`src/rtl/glitch_pkg.sv`:
```
// Shared types and defaults for the glitch monitor.
//   state_t        measurement FSM states
//   CNT_W_DEFAULT  default width of the delay/width counters
package glitch_pkg;

  typedef enum logic [1:0] {
    IDLE,
    WAIT_RISE,
    MEASURE,
    REPORT
  } state_t;

  localparam int unsigned CNT_W_DEFAULT = 32;

endpackage

```
`src/rtl/glitch_monitor_sync_edge.sv`:
```
// sync_edge: multi-flop synchronizer for an asynchronous input plus
// single-cycle rise/fall detection on the synchronized value.
//   clk   in   system clock
//   rst   in   asynchronous active-high reset (all flops to 0)
//   d     in   asynchronous input
//   q     out  d after SYNC_STAGES flops
//   rise  out  q went 0->1 this cycle
//   fall  out  q went 1->0 this cycle
module sync_edge #(
  parameter int unsigned SYNC_STAGES = 2  // minimum 2
) (
  input  logic clk,
  input  logic rst,
  input  logic d,
  output logic q,
  output logic rise,
  output logic fall
);

  logic [SYNC_STAGES-1:0] sync_r;
  logic                   q_d;

  always_ff @(posedge clk or posedge rst) begin
    if (rst) begin
      sync_r <= '0;
      q_d    <= 1'b0;
    end else begin
      sync_r <= {sync_r[SYNC_STAGES-2:0], d};
      q_d    <= sync_r[SYNC_STAGES-1];
    end
  end

  assign q    = sync_r[SYNC_STAGES-1];
  assign rise = q & ~q_d;
  assign fall = ~q & q_d;

endmodule

```
`src/rtl/glitch_monitor.sv`:
```
// glitch_monitor: drives the glitch generator trigger, then measures the
// trigger-to-glitch delay and the glitch pulse width in clk cycles, with a
// timeout. The result is offered on a valid/ready handshake.
//   clk            in   system clock
//   rst            in   asynchronous active-high reset
//   start          in   run a measurement (honoured only in IDLE)
//   trigger_out    out  generator trigger, high while waiting for the rise
//   glitch_in      in   returned glitch line, asynchronous
//   busy           out  high in every state except IDLE
//   result_valid   out  result available, held until accepted
//   result_ready   in   consumer accepts the result
//   delay_count    out  cycles from trigger to detected rise (includes sync latency)
//   width_count    out  cycles the synchronized glitch stayed high
//   timeout        out  result is an abort
//   done_indicator out  LED, mirrors result_valid
module glitch_monitor
  import glitch_pkg::*;
#(
  parameter int unsigned     CNT_W         = CNT_W_DEFAULT,
  parameter longint unsigned TIMEOUT_COUNT = 600_000_000,  // must be <= 2**CNT_W-1
  parameter int unsigned     SYNC_STAGES   = 2
) (
  input  logic             clk,
  input  logic             rst,
  input  logic             start,
  output logic             trigger_out,
  input  logic             glitch_in,
  output logic             busy,
  output logic             result_valid,
  input  logic             result_ready,
  output logic [CNT_W-1:0] delay_count,
  output logic [CNT_W-1:0] width_count,
  output logic             timeout,
  output logic             done_indicator
);

  localparam logic [CNT_W-1:0] TMO_LAST = CNT_W'(TIMEOUT_COUNT - 1);

  state_t           state, state_next;
  logic [CNT_W-1:0] dcnt, wcnt;
  logic             glitch_s, rise, fall;

  sync_edge #(
    .SYNC_STAGES(SYNC_STAGES)
  ) u_sync (
    .clk (clk),
    .rst (rst),
    .d   (glitch_in),
    .q   (glitch_s),
    .rise(rise),
    .fall(fall)
  );

  always_ff @(posedge clk or posedge rst) begin
    if (rst) begin
      state <= IDLE;
    end else begin
      state <= state_next;
    end
  end

  always_comb begin
    state_next = state;
    unique case (state)
      IDLE:      if (start) state_next = WAIT_RISE;
      WAIT_RISE: begin
        if (rise)                  state_next = MEASURE;
        else if (dcnt == TMO_LAST) state_next = REPORT;
      end
      MEASURE:   if (fall || wcnt == TMO_LAST) state_next = REPORT;
      REPORT:    if (result_ready) state_next = IDLE;
      default:   state_next = IDLE;
    endcase
  end

  // The cycle in which the rise is detected is already the first high
  // cycle of the synchronized glitch, so wcnt is loaded with 1 there; that
  // makes width_count equal the exact number of high cycles.
  always_ff @(posedge clk or posedge rst) begin
    if (rst) begin
      dcnt        <= '0;
      wcnt        <= '0;
      delay_count <= '0;
      width_count <= '0;
      timeout     <= 1'b0;
    end else begin
      unique case (state)
        IDLE: begin
          if (start) begin
            dcnt        <= '0;
            wcnt        <= '0;
            delay_count <= '0;
            width_count <= '0;
            timeout     <= 1'b0;
          end
        end
        WAIT_RISE: begin
          if (rise) begin
            delay_count <= dcnt;
            wcnt        <= CNT_W'(1);
          end else begin
            dcnt <= (dcnt == '1) ? dcnt : dcnt + CNT_W'(1);
            if (dcnt == TMO_LAST) timeout <= 1'b1;
          end
        end
        MEASURE: begin
          if (fall) begin
            width_count <= wcnt;
          end else begin
            if (glitch_s) wcnt <= (wcnt == '1) ? wcnt : wcnt + CNT_W'(1);
            if (wcnt == TMO_LAST) begin
              timeout     <= 1'b1;
              width_count <= wcnt;
            end
          end
        end
        default: ;
      endcase
    end
  end

  assign trigger_out    = (state == WAIT_RISE);
  assign busy           = (state != IDLE);
  assign result_valid   = (state == REPORT);
  assign done_indicator = result_valid;

endmodule

```
`config.mk`:
```
export PLATFORM = sky130hd
export DESIGN_NAME = glitch_monitor
export DESIGN_NICKNAME = d
export VERILOG_FILES = /design/src/rtl/glitch_pkg.sv /design/src/rtl/glitch_monitor_sync_edge.sv /design/src/rtl/glitch_monitor.sv
export SDC_FILE = /design/constraint.sdc
export NUM_CORES = 1
export LEC_CHECK = 0
export BUFFER_PORTS_ARGS = -buffer_cell sky130_fd_sc_hd__buf_2
export CAP_MARGIN = 10
export CELL_PAD_IN_SITES_DETAIL_PLACEMENT = 1
export CELL_PAD_IN_SITES_GLOBAL_PLACEMENT = 1
export CORE_AREA = 2 2 124 126
export CTS_BUF_LIST = sky130_fd_sc_hd__clkbuf_4
export DETAILED_ROUTE_END_ITERATION = 8
export DIE_AREA = 0 0 126 128
export GPL_TIMING_DRIVEN = 0
export PLACE_DENSITY = 0.85
export SYNTH_ARGS = -nofsm -noshare
export SYNTH_HDL_FRONTEND = slang
export SYNTH_SLANG_ARGS = --single-unit
```
`constraint.sdc`:
```
create_clock -name clk -period 5.3 [get_ports clk]
set_input_delay 0.265 -clock clk [delete_from_list [all_inputs] [get_ports clk]]
set_output_delay 0.265 -clock clk [all_outputs]
set_load 0.05 [all_outputs]
```
Yosys cells after proc, flatten, opt, wreduce, memory -nomap -nowiden
Index checks and enable logic that the tools add are counted.

Register bits: 134. Bits of input ports: 5. Output and inout bits: 69. Logic and storage cells: 72.

$add $sub $neg: 2. Eq/ne operators: 20. Muxes and demuxes: 26. Bitwise logic cells: 4. Reductions and logical operators: 12.

Operator list (number): $mux 32 (10); $pmux 32 s2 (3); $pmux 32 s3 (1); $add 32x1->32 const B (2); $eq 32x30->1 const B (2); $eq 32x32->1 const B (2); $ne 2x2->1 const B (8); $reduce_and 6->1 (2); $mux 2 (5); $pmux 2 s4 (1); $reduce_and 4->1 (2); $ne 2x1->1 const B (3); $reduce_and 3->1 (2); $reduce_bool 2->1 (3); $mux 1 (5); $eq 2x2->1 const B (2); $ne 3x1->1 const B (1); $ne 3x3->1 const B (1); $pmux 1 s3 (1); $reduce_bool 3->1 (1); $and 1x1->1 (2); $eq 2x1->1 const B (1); $logic_not 2->1 (1); $not 1->1 (2); $logic_or 1x1->1 (1).

Depth between registers and ports, before layout
Gate-level depths: netlist (run 1).

Depth in word-level cells: 5. Gate-level depth with buffers: 11. Gate-level depth less buffers: 8.

Hierarchy
A second synthesis (run 1) with hierarchy kept.

Cells, all modules: 715. Area, all modules: 6593.8 um^2.

By module, submodules not included: glitch_monitor (instances 1, cells each 709, area an instance 6500.0 um^2, sequential area each 3278.1 um^2); sync_edge (instances 1, cells each 6, area an instance 93.8 um^2, sequential area each 75.1 um^2).

Worst setup path after synthesis (run 1)
No wires, ideal clock.

Kind: register to register. From: reg state[1]. To: reg dcnt[13]. Setup time: 0.095 ns. Arrival time: 2.781 ns. Data required time: 5.205 ns. Slack: 2.424 ns. Cell stages (with the launch flop): 11. Buffers on the path: 4. Period minus slack after synthesis: 2.876 ns. Cells stage by stage: dfrtp_1 > inv_1 > ha_1 > clkbuf_1 > o211ai_1 > a31o_2 > buf_2 > or2_2 > clkbuf_1 > buf_2 > o31ai_1.

Word-level cells in the longest chain between the ends: 3. Elaborated cells on any way between the ends: 8. Classes of those cells: eq/ne: 4; mux: 1; reduce/logical: 3.

Ends and longest elaborated chain: start, declared (line glitch_monitor.sv:39) `state_t state, state_next;`; start signal, assigned (line glitch_monitor.sv:58) `state <= state_next;`; $eq 2x1->1 (*); net trigger_out (line glitch_monitor.sv:26) `output logic trigger_out,`; $ne 2x2->1 (no source line) or $reduce_bool 2->1 (tied branches); $reduce_and 4->1 (no source line); end signal, assigned (line glitch_monitor.sv:102) `dcnt <= (dcnt == '1) ? dcnt : dcnt + CNT_W'(1);`; end, declared (line glitch_monitor.sv:40) `logic [CNT_W-1:0] dcnt, wcnt;`.

Mark *: on every way through the listed nets, which the timed path passes. The rest lies on a longest branch. A chain may end at the register's enable or synchronous reset.

Worst setup path in the final report (run 1)
From: reg state[0]. To: reg dcnt[6].

Word-level cells in the longest chain between the ends: 3. Elaborated cells on any way between the ends: 8. Classes of those cells: eq/ne: 4; mux: 1; reduce/logical: 3.

Ends and longest elaborated chain: $eq 2x1->1 or $logic_not 2->1 (tied branches) (line glitch_monitor.sv:87) `unique case (state)`; $ne 2x2->1 (no source line) or $reduce_bool 2->1 (tied branches); $reduce_and 4->1 (no source line).

Parallel ways exist; a longest one is shown, timed or not.

==> flow_metrics.env, run 1 <==
export IMPL_status="complete, no violations"
export IMPL_ctsLongestPathBuffers=2
export IMPL_synth_top_cell_area_share=0.4996
export IMPL_swShare=0.4567
export IMPL_pwr_share_clk=0.247
export IMPL_postSynth_topFlopCell="sky130_fd_sc_hd__dfrtp_1"
export IMPL_std_cell_rows=45
export IMPL_cts_hold_buffers=2
export IMPL_initial_core_util=0.4515
export IMPL_final_layout_size_suffix_gt1_frac=0.1490
export IMPL_hold_class="in2async"
export IMPL_grt_setup_unrepaired="false"
export IMPL_utilization=0.5185
export IMPL_postSynthRegisterBits=134
export IMPL_final_max_slew_violation_count=0
export IMPL_globalRouteMet2Util=0.4873
export IMPL_async_flop_share=1.000
export IMPL_num_io_pins=74
export IMPL_netlist_cell_type_count=55
export IMPL_layout_cells_most_common_list="sky130_fd_sc_hd__nand2_1, sky130_fd_sc_hd__dfrtp_1, sky130_fd_sc_hd__o21ai_0"
export IMPL_clk_pin_slew_ns=0.13
export IMPL_die_h_um=128
export IMPL_routedWlPerCell_um=19.84
export IMPL_number_of_antenna_violations_at_the_first_check_in_global_routing=1
export IMPL_place_hpwl_mm=15.06
export IMPL_grt_util_met1=0.3070
export IMPL_vias_per_cell=6.053
export IMPL_power_per_cell_area_nw_per_um2=426.4
export IMPL_core_area_sq_um=14860
export IMPL_max_freq_mhz=297.4
export IMPL_critical_path_arrival_ns=3.84
export IMPL_first_global_vias=6977
export IMPL_final_min_clock_period_ns=3.362
export IMPL_grt_use_total=0.2722
export IMPL_share_comb_of_total_power=0.414
export IMPL_num_nets_final=885
export IMPL_synth_edff_count=0
export IMPL_detailroute_via_count=6513
export IMPL_synthesis_nets=790
export IMPL_setup_violations=0
export IMPL_slew_headroom=0.3330
export IMPL_grt_max_degree=96
export IMPL_worst_vdd_ir_uv=175.4
export IMPL_drt_first_pass_iters=5
export IMPL_p_seq_frac=0.338
export IMPL_number_of_instances_resized_during_post_cts_repair=0
export IMPL_min_period_over_period=0.6344
export IMPL_synth_seq_area_share=0.4996
export IMPL_area_growth_synth_to_final_pct=14.84
export IMPL_power_leakage_uw=0.003376
export IMPL_worst_skew_pair_late_latency_ns=0.58
export IMPL_final_hold_viol_count=0
export IMPL_grt_busiest_layer="met2"
export IMPL_cts_setup_buffers=0
export IMPL_post_synth_cell_area_avg_sq_um=8.627
export IMPL_max_cap_violations=0
export IMPL_detail_route_iter0_violations=399
export IMPL_place_ws_ns=1.995
export IMPL_clk_root_buffer_cell="sky130_fd_sc_hd__clkbuf_4"
export IMPL_inserted_clock_buffers=17
export IMPL_dieWidth_um=126
export IMPL_worstSetupPathType="reg2reg"
export IMPL_worst_slew_pin_tran_ns=0.9961
export IMPL_fillers=1798
export IMPL_drt_wl_total_mm=21.34
export IMPL_yosys_warnings=0
export IMPL_htree_num_levels=4
export IMPL_grt_use_met3=0.04508
export IMPL_crit_path_max_fanout=10
export IMPL_layout_commonest_cell="sky130_fd_sc_hd__nand2_1"
export IMPL_cp_required_ns=5.77
export IMPL_timing_critical_path_to_type="register"
export IMPL_dieArea_sq_um=16130
export IMPL_detail_route_drc_violations=0
export IMPL_grt_ovfl_total=0
export IMPL_internal_power_contribution_uw=1785
export IMPL_grt_pass1_wl_mm=35.12
export IMPL_gp_congestion=0.8811
export IMPL_synth_top_cells_by_area="sky130_fd_sc_hd__dfrtp_1, sky130_fd_sc_hd__nand2_1, sky130_fd_sc_hd__o21ai_0, sky130_fd_sc_hd__nand3_1, sky130_fd_sc_hd__o31ai_1"
export IMPL_syn_inst=778
export IMPL_final_cell_area_sq_um=7707
export IMPL_post_synth_instance_area_sq_um=6711
export IMPL_power_net_switching_uw=1501
export IMPL_postPlaceCellArea_sq_um=7345
export IMPL_fin_worst_skew_ns=0.01956
export IMPL_tritoncts="built"
export IMPL_drtAntennaViolNets=0
export IMPL_synth_top_area_cell="sky130_fd_sc_hd__dfrtp_1"
export IMPL_worstSetupStartpointType="register"
export IMPL_worst_slack_ns=1.938
export IMPL_io_buffer_count=73
export IMPL_cts_sink_count=134
## layer usage
| layer | part of all wire | vias up |
|---|---|---|
| met4 | 0.047 | 0 |
| met1 | 0.39 | 3302 |
| met5 | 0 | - |
| met3 | 0.036 | 69 |
| li1 | - | 2958 |
| met2 | 0.53 | 184 |
## kinds of logic after synthesis
| group | share of synthesized area |
|---|---|
| buffers and inverters | 0.03579 |
| flip-flops | 0.4996 |
| AO/OA/AOI/OAI | 0.1827 |
| AND/OR/NAND/NOR | 0.2519 |
| multiplexers | 0.01697 |
| adder cells (fa/ha/maj) | 0.01305 |
## per-stage QoR
stage                     power, uW  hold WS (ns)  TNS (ns)  instances
after floorplan                2011        0.2964         0        778
after global placement         2398        0.3375    -7.290       1039
after detailed placement       2475        0.3010         0       1040
after CTS                      3301        0.2238         0       1074
after global routing           3481        0.2316         0       1076
final                          3286        0.2201         0       1076
## synth_stat cells, drive strengths merged, types with 9 or more instances
master	number
a21oi	14
a31oi	9
and3	10
buf	11
clkbuf	39
dfrtp	134
inv	9
nand2	185
nand3	40
nand4	15
nor2	42
nor3	14
nor4	12
o21ai	125
o31ai	22
## area by class of cell
type,instances,area (sq um),area share
flip-flops and latches,134,3353,0.4351
multi-input cells,584,3118,0.4045
repair buffers,76,412.9,0.05357
well taps,188,235.2,0.03052
clock inverters,15,210.2,0.02727
plain buffers,50,202.7,0.02630
clock buffers,17,127.6,0.01656
inverters,10,42.54,0.005519
diodes,2,5.005,0.0006494
## power by group through the flow
stage               combinational [uW]  sequential [uW]  clock, uW
floorplan                          842             1170          0
global placement                  1270             1120          0
detailed placement                1350             1130          0
CTS                               1360             1110        832
global route                      1490             1120        876
finish                            1360             1110        813
## worst max-delay path, cell delays in order (launching register included)
cell	delay (ns)
sky130_fd_sc_hd__dfrtp_1	0.45
sky130_fd_sc_hd__inv_1	0.13
sky130_fd_sc_hd__ha_1	0.30
sky130_fd_sc_hd__nand2b_1	0.11
sky130_fd_sc_hd__clkbuf_1	0.28
sky130_fd_sc_hd__o211ai_1	0.47
sky130_fd_sc_hd__a31o_2	0.38
sky130_fd_sc_hd__buf_2	0.18
sky130_fd_sc_hd__or2_2	0.28
sky130_fd_sc_hd__clkbuf_1	0.19
sky130_fd_sc_hd__buf_2	0.25
sky130_fd_sc_hd__o31ai_1	0.26
## final timing paths
check / cells after the start / to / slack, ns / startpoint
hold / removal: 3 / wcnt[5]$_DFFE_PP0P_ / 0.22 / rst
setup / recovery: 11 / dcnt[6]$_DFFE_PP0P_ / 1.94 / state[0]$_DFFE_PP0P_
hold reg to reg: 0 / u_sync.sync_r[1]$_DFF_PP0_ / 0.37 / u_sync.sync_r[0]$_DFF_PP0_
min in group clk: 4 / state[1]$_DFFE_PP0P_ / 0.27 / result_ready
max in group asynchronous: 4 / delay_count[15]$_DFFE_PP0P_ / 4.26 / rst
setup reg to reg: 11 / dcnt[6]$_DFFE_PP0P_ / 1.94 / state[0]$_DFFE_PP0P_
## registers in the layout, indices dropped and copies added, names as in the netlist
signal,flops
u_sync.sync_r,2
timeout,1
delay_count,32
u_sync.q_d,1
dcnt,32
wcnt,32
state,2
width_count,32
Power figures use the tool's default switching activity.
==> run 2: changes to the inputs <==
==> constraint.sdc (replaced) <==
create_clock -name clk -period 3.16 [get_ports clk]
set_input_delay 0.158 -clock clk [delete_from_list [all_inputs] [get_ports clk]]
set_output_delay 0.158 -clock clk [all_outputs]
set_load 0.05 [all_outputs]
==> flow_metrics.env, run 2 (synthesis results as in run 1) <==
export IMPL_totalPowerFinal_uw=5231
export IMPL_fillers=1835
export IMPL_internal_power_contribution_uw=2732
export IMPL_initial_core_util=0.4515
export IMPL_worst_slew_pin_tran_ns=0.8983
export IMPL_grt_use_total=0.2630
export IMPL_detail_route_drc_violations=0
export IMPL_whs_ns=0.2041
export IMPL_clk_pin_slew_ns=0.12
export IMPL_timing_critical_path_to_type="register"
export IMPL_multiInputGateArea_sq_um=3146
export IMPL_pwr_share_clk=0.198
export IMPL_detail_route_iter0_violations=508
export IMPL_max_cap_violations=0
export IMPL_cts_sink_count=134
export IMPL_final_min_clock_period_ns=2.969
export IMPL_power_per_cell_area_nw_per_um2=680.8
export IMPL_crit_path_max_fanout=10
export IMPL_worstSetupStartpointType="register"
export IMPL_final_seq_area_sq_um=3353
export IMPL_slew_headroom=0.3985
export IMPL_ctsLongestPathBuffers=2
export IMPL_number_of_antenna_violations_at_the_first_check_in_global_routing=1
export IMPL_clk_root_buffer_cell="sky130_fd_sc_hd__clkbuf_4"
export IMPL_fin_worst_skew_ns=0.02206
export IMPL_htree_num_levels=4
export IMPL_swShare=0.4778
export IMPL_vias_per_cell=5.999
export IMPL_grt_ovfl_total=0
export IMPL_critical_path_arrival_ns=3.38
export IMPL_dieArea_sq_um=16130
export IMPL_worstSetupPathType="reg2reg"
export IMPL_num_io_pins=74
export IMPL_final_max_slew_violation_count=0
export IMPL_layout_commonest_cell="sky130_fd_sc_hd__nand2_1"
export IMPL_drt_first_pass_iters=5
export IMPL_place_hpwl_mm=15.12
export IMPL_status="complete, no violations"
export IMPL_final_hold_viol_count=0
export IMPL_grt_pass1_wl_mm=33.97
export IMPL_hold_class="in2reg"
export IMPL_grt_max_degree=41
export IMPL_die_h_um=128
export IMPL_worst_skew_pair_late_latency_ns=0.56
export IMPL_gp_congestion=0.9123
export IMPL_setup_violations=0
export IMPL_layout_cells_most_common_list="sky130_fd_sc_hd__nand2_1, sky130_fd_sc_hd__dfrtp_1, sky130_fd_sc_hd__o21ai_0"
export IMPL_detailroute_via_count=6479
export IMPL_num_nets_final=890
export IMPL_p_seq_frac=0.356
export IMPL_routedWlPerCell_um=19.14
export IMPL_tritoncts="built"
export IMPL_cp_required_ns=3.57
export IMPL_worst_vdd_ir_uv=342.0
export IMPL_share_comb_of_total_power=0.446
export IMPL_drtAntennaViolNets=0
export IMPL_io_buffer_count=73
export IMPL_max_freq_mhz=336.8
export IMPL_power_net_switching_uw=2500
export IMPL_core_area_sq_um=14860
export IMPL_area_growth_synth_to_final_pct=14.49
export IMPL_final_layout_size_suffix_gt1_frac=0.1560
export IMPL_drt_wl_total_mm=20.68
export IMPL_grt_setup_unrepaired="false"
export IMPL_std_cell_rows=45
export IMPL_dieWidth_um=126
export IMPL_power_leakage_uw=0.003383
export IMPL_first_global_vias=6731
export IMPL_inserted_clock_buffers=17
export IMPL_min_period_over_period=0.9395
==> run 2: cell types whose count changed in the layout (fill, tap and decap cells not counted), sizes merged <==
cell      change
clkinvlp      -1
clkinv        +4
diode         -1
clkbuf        +2
buf           +5
inv           -1
bufinv        -4
==> run 2: power groups by stage <==
stage,Sequential [uW],Combinational (uW),Clock (uW)
after floorplan,1960,1410,0
after global placement,1890,2140,0
after detailed placement,1890,2250,0
after CTS,1860,2280,1060
after global routing,1870,2530,1140
final,1860,2330,1040
==> run 2: routing by layer <==
layer / wire (um) / global-route usage / up-vias
li1: - / - / 2967
met1: 8413 / 0.3073 / 3304
met2: 10850 / 0.4744 / 159
met3: 726 / 0.04424 / 49
met4: 688 / 0.1189 / 0
met5: 0 / 0 / -
==> run 2: critical path, stage by stage, from the launching register on <==
cell                       delay [ns]
sky130_fd_sc_hd__dfrtp_1         0.49
sky130_fd_sc_hd__or4b_1          0.59
sky130_fd_sc_hd__or4b_4          0.51
sky130_fd_sc_hd__nor4_4          0.40
sky130_fd_sc_hd__o221ai_2        0.36
sky130_fd_sc_hd__buf_2           0.30
sky130_fd_sc_hd__nand2_1         0.09
sky130_fd_sc_hd__o21ai_0         0.07
==> run 2: stage by stage <==
stage,setup slack [ns],utilization,setup TNS (ns),area [sq um],cells
finish,0.1911,0.5169,0,7684,1080
global route,0.01113,0.5169,0,7684,1080
CTS,0.08121,0.5139,0,7639,1077
detailed placement,-0.1040,0.4962,-0.4664,7376,1042
global placement,0.02039,0.4922,0,7316,1039
floorplan,0.2836,-,0,6715,778
==> run 2: timing repair <==
action	4_1_cts	5_1_grt
setup endpoints to repair	13	64
setup buffers	1	2
pin swaps	1	1
hold buffers	2	0
gates resized for setup	1	8
hold endpoints to repair	37	0
==> run 2: layout make-up <==
class	instances	area share
Sequential cell	134	0.4364
Multi-Input combinational cell	584	0.4094
Timing Repair Buffer	81	0.06090
Tap cell	188	0.03061
Buffer	50	0.02671
Clock buffer	19	0.01856
Clock inverter	13	0.01172
Inverter	10	0.005374
Antenna cell	1	0.0003257
==> run 2: path summary, 6_finish.rpt <==
path                            cells after the start  slack (ns)                           to                  startpoint
worst min-delay path                                4        0.20         state[1]$_DFFE_PP0P_                result_ready
worst min register to register                      0        0.38   u_sync.sync_r[1]$_DFF_PP0_  u_sync.sync_r[0]$_DFF_PP0_
worst max-delay path                                7        0.19  width_count[26]$_DFFE_PP0P_        wcnt[11]$_DFFE_PP0P_
max in group asynchronous                           5        1.97          dcnt[4]$_DFFE_PP0P_                         rst
min in group asynchronous                           3        0.30         wcnt[14]$_DFFE_PP0P_                         rst
worst max register to register                      7        0.19  width_count[26]$_DFFE_PP0P_        wcnt[11]$_DFFE_PP0P_
==> run 3: changes to the inputs <==
--- a/config.mk
+++ b/config.mk
@@ -9,10 +9,10 @@
 export CAP_MARGIN = 10
 export CELL_PAD_IN_SITES_DETAIL_PLACEMENT = 1
 export CELL_PAD_IN_SITES_GLOBAL_PLACEMENT = 1
-export CORE_AREA = 2 2 124 126
+export CORE_AREA = 10 10 132 134
 export CTS_BUF_LIST = sky130_fd_sc_hd__clkbuf_4
 export DETAILED_ROUTE_END_ITERATION = 8
-export DIE_AREA = 0 0 126 128
+export DIE_AREA = 0 0 142 144
 export GPL_TIMING_DRIVEN = 0
 export PLACE_DENSITY = 0.85
 export SYNTH_ARGS = -nofsm -noshare
==> flow_metrics.env, run 3 (synthesis results as in run 1) <==
export IMPL_status="complete, no violations"
export IMPL_power_per_cell_area_nw_per_um2=701.3
export IMPL_timing_critical_path_to_type="register"
export IMPL_clk_pin_slew_ns=0.12
export IMPL_drt_first_pass_iters=5
export IMPL_num_io_pins=74
export IMPL_whs_path_depth=4
export IMPL_detailroute_via_count=6487
export IMPL_fin_worst_skew_ns=0.01770
export IMPL_grt_setup_unrepaired="false"
export IMPL_slew_headroom=0.3280
export IMPL_ctsLongestPathBuffers=2
export IMPL_fin_tns_setup_ns=0
export IMPL_io_buffer_count=73
export IMPL_antennaDiodeCount=0
export IMPL_dieWidth_um=142
export IMPL_first_global_vias=6793
export IMPL_place_ws_ns=-0.1309
export IMPL_final_hold_viol_count=0
export IMPL_grt_use_total=0.2089
export IMPL_worst_slack_ns=0.2525
export IMPL_place_hpwl_mm=15.66
export IMPL_worstSetupStartpointType="register"
export IMPL_inserted_clock_buffers=17
export IMPL_min_period_over_period=0.9201
export IMPL_share_comb_of_total_power=0.424
export IMPL_final_layout_size_suffix_gt1_frac=0.1644
export IMPL_layout_commonest_cell="sky130_fd_sc_hd__nand2_1"
export IMPL_totalPowerFinal_uw=5468
export IMPL_core_area_sq_um=14860
export IMPL_swShare=0.4547
export IMPL_power_net_switching_uw=2486
export IMPL_routedWlPerCell_um=19.64
export IMPL_max_cap_violations=0
export IMPL_critical_path_arrival_ns=3.37
export IMPL_std_cell_rows=45
export IMPL_pwr_share_clk=0.236
export IMPL_vias_per_cell=5.995
export IMPL_initial_core_util=0.4515
export IMPL_htree_num_levels=4
export IMPL_final_max_slew_violation_count=0
export IMPL_critical_path_buf_inv_count=3
export IMPL_fillers=1813
export IMPL_worst_skew_pair_late_latency_ns=0.57
export IMPL_crit_path_max_fanout=10
export IMPL_clk_root_buffer_cell="sky130_fd_sc_hd__clkbuf_4"
export IMPL_worst_slew_pin_tran_ns=1.004
export IMPL_critical_path_slowest_cell="sky130_fd_sc_hd__clkbuf_1"
export IMPL_grt_pass1_wl_mm=34.71
export IMPL_detail_route_drc_violations=0
export IMPL_critical_path_depth=7
export IMPL_worst_path_largest_cell_delay_ns=0.47
export IMPL_layout_cells_most_common_list="sky130_fd_sc_hd__nand2_1, sky130_fd_sc_hd__dfrtp_1, sky130_fd_sc_hd__o21ai_0"
export IMPL_detail_route_iter0_violations=467
export IMPL_hold_class="in2reg"
export IMPL_timing_reg2reg_worst_path_depth=7
export IMPL_crit_path_cell_trace="inv_1 -> ha_1 -> clkbuf_1 -> and2_1 -> clkbuf_1 -> nand2_1 -> o41ai_1"
export IMPL_die_h_um=144
export IMPL_critPathMostFrequentCell="sky130_fd_sc_hd__clkbuf_1"
export IMPL_num_nets_final=893
export IMPL_power_leakage_uw=0.003444
export IMPL_cts_sink_count=134
export IMPL_tritoncts="built"
export IMPL_drt_wl_total_mm=21.25
export IMPL_setup_violations=0
export IMPL_worst_vdd_ir_uv=349.0
export IMPL_cp_required_ns=3.62
export IMPL_internal_power_contribution_uw=2982
export IMPL_area_growth_synth_to_final_pct=16.18
export IMPL_drtAntennaViolNets=0
export IMPL_max_freq_mhz=343.9
export IMPL_worstSetupPathType="reg2reg"
export IMPL_grt_ovfl_total=0
export IMPL_p_seq_frac=0.340
export IMPL_dieArea_sq_um=20450
export IMPL_gp_congestion=0.9155
export IMPL_number_of_antenna_violations_at_the_first_check_in_global_routing=0
export IMPL_final_min_clock_period_ns=2.907
export IMPL_critPathTopFamily="buffers and inverters"
export IMPL_grt_max_degree=44
==> run 3: power groups by stage <==
| stage | Combinational, uW | Clock, uW | Sequential [uW] |
|---|---|---|---|
| 2_1_floorplan | 1410 | 0 | 1960 |
| 3_3_place_gp | 2130 | 0 | 1890 |
| 3_5_place_dp | 2230 | 0 | 1890 |
| 4_1_cts | 2270 | 1300 | 1860 |
| 5_1_grt | 2540 | 1380 | 1870 |
| 6_report | 2320 | 1290 | 1860 |
==> run 3: cell type report <==
class,instances,area [sq um],area share
Tap cell,188,235.2,0.03017
Clock buffer,18,135.1,0.01733
Sequential cell,134,3353,0.4300
Multi-Input combinational cell,584,3151,0.4040
Timing Repair Buffer,85,498.0,0.06386
Clock inverter,14,183.9,0.02359
Inverter,10,41.29,0.005295
Buffer,49,200.2,0.02567
==> run 3: path summary, 6_finish.rpt <==
check | start | to | slack, ns
setup reg to reg | state[0]$_DFFE_PP0P_ | wcnt[19]$_DFFE_PP0P_ | 0.25
min in group asynchronous | rst | width_count[0]$_DFFE_PP0P_ | 0.20
max in group asynchronous | rst | width_count[23]$_DFFE_PP0P_ | 2.33
hold reg to reg | u_sync.sync_r[0]$_DFF_PP0_ | u_sync.sync_r[1]$_DFF_PP0_ | 0.36
setup / recovery | state[0]$_DFFE_PP0P_ | wcnt[19]$_DFFE_PP0P_ | 0.25
hold / removal | result_ready | state[1]$_DFFE_PP0P_ | 0.15
==> run 3: per-layer routing <==
layer	track usage	share of wire	vias up
li1	-	-	2973
met2	0.3801	0.53	178
met3	0.04657	0.040	53
met4	0.09198	0.030	0
met5	0	0	-
met1	0.2266	0.40	3283
==> run 3: worst register-to-register path, cell delays in order (launching register included) <==
cell and delay, ns:
sky130_fd_sc_hd__dfrtp_1 0.45, sky130_fd_sc_hd__inv_1 0.14, sky130_fd_sc_hd__ha_1 0.23, sky130_fd_sc_hd__clkbuf_1 0.45
sky130_fd_sc_hd__and2_1 0.23, sky130_fd_sc_hd__clkbuf_1 0.47, sky130_fd_sc_hd__nand2_1 0.39, sky130_fd_sc_hd__o41ai_1 0.44
==> run 3: per-stage QoR <==
stage | utilization | hold slack (ns) | std cells | cell area (sq um)
after floorplan | - | 0.1894 | 778 | 6715
after global placement | 0.4922 | 0.2673 | 1039 | 7316
after detailed placement | 0.4962 | 0.2624 | 1042 | 7376
after CTS | 0.5197 | 0.1309 | 1077 | 7725
after global routing | 0.5246 | 0.1145 | 1082 | 7797
final | 0.5246 | 0.1547 | 1082 | 7797
==> run 3: what timing repair did <==
action	in CTS	in global routing
hold buffers	2	0
buffers inserted	1	6
endpoints found under the hold margin	23	0
pin swaps	1	2
endpoints found under the setup margin	17	49
resized for setup	1	7
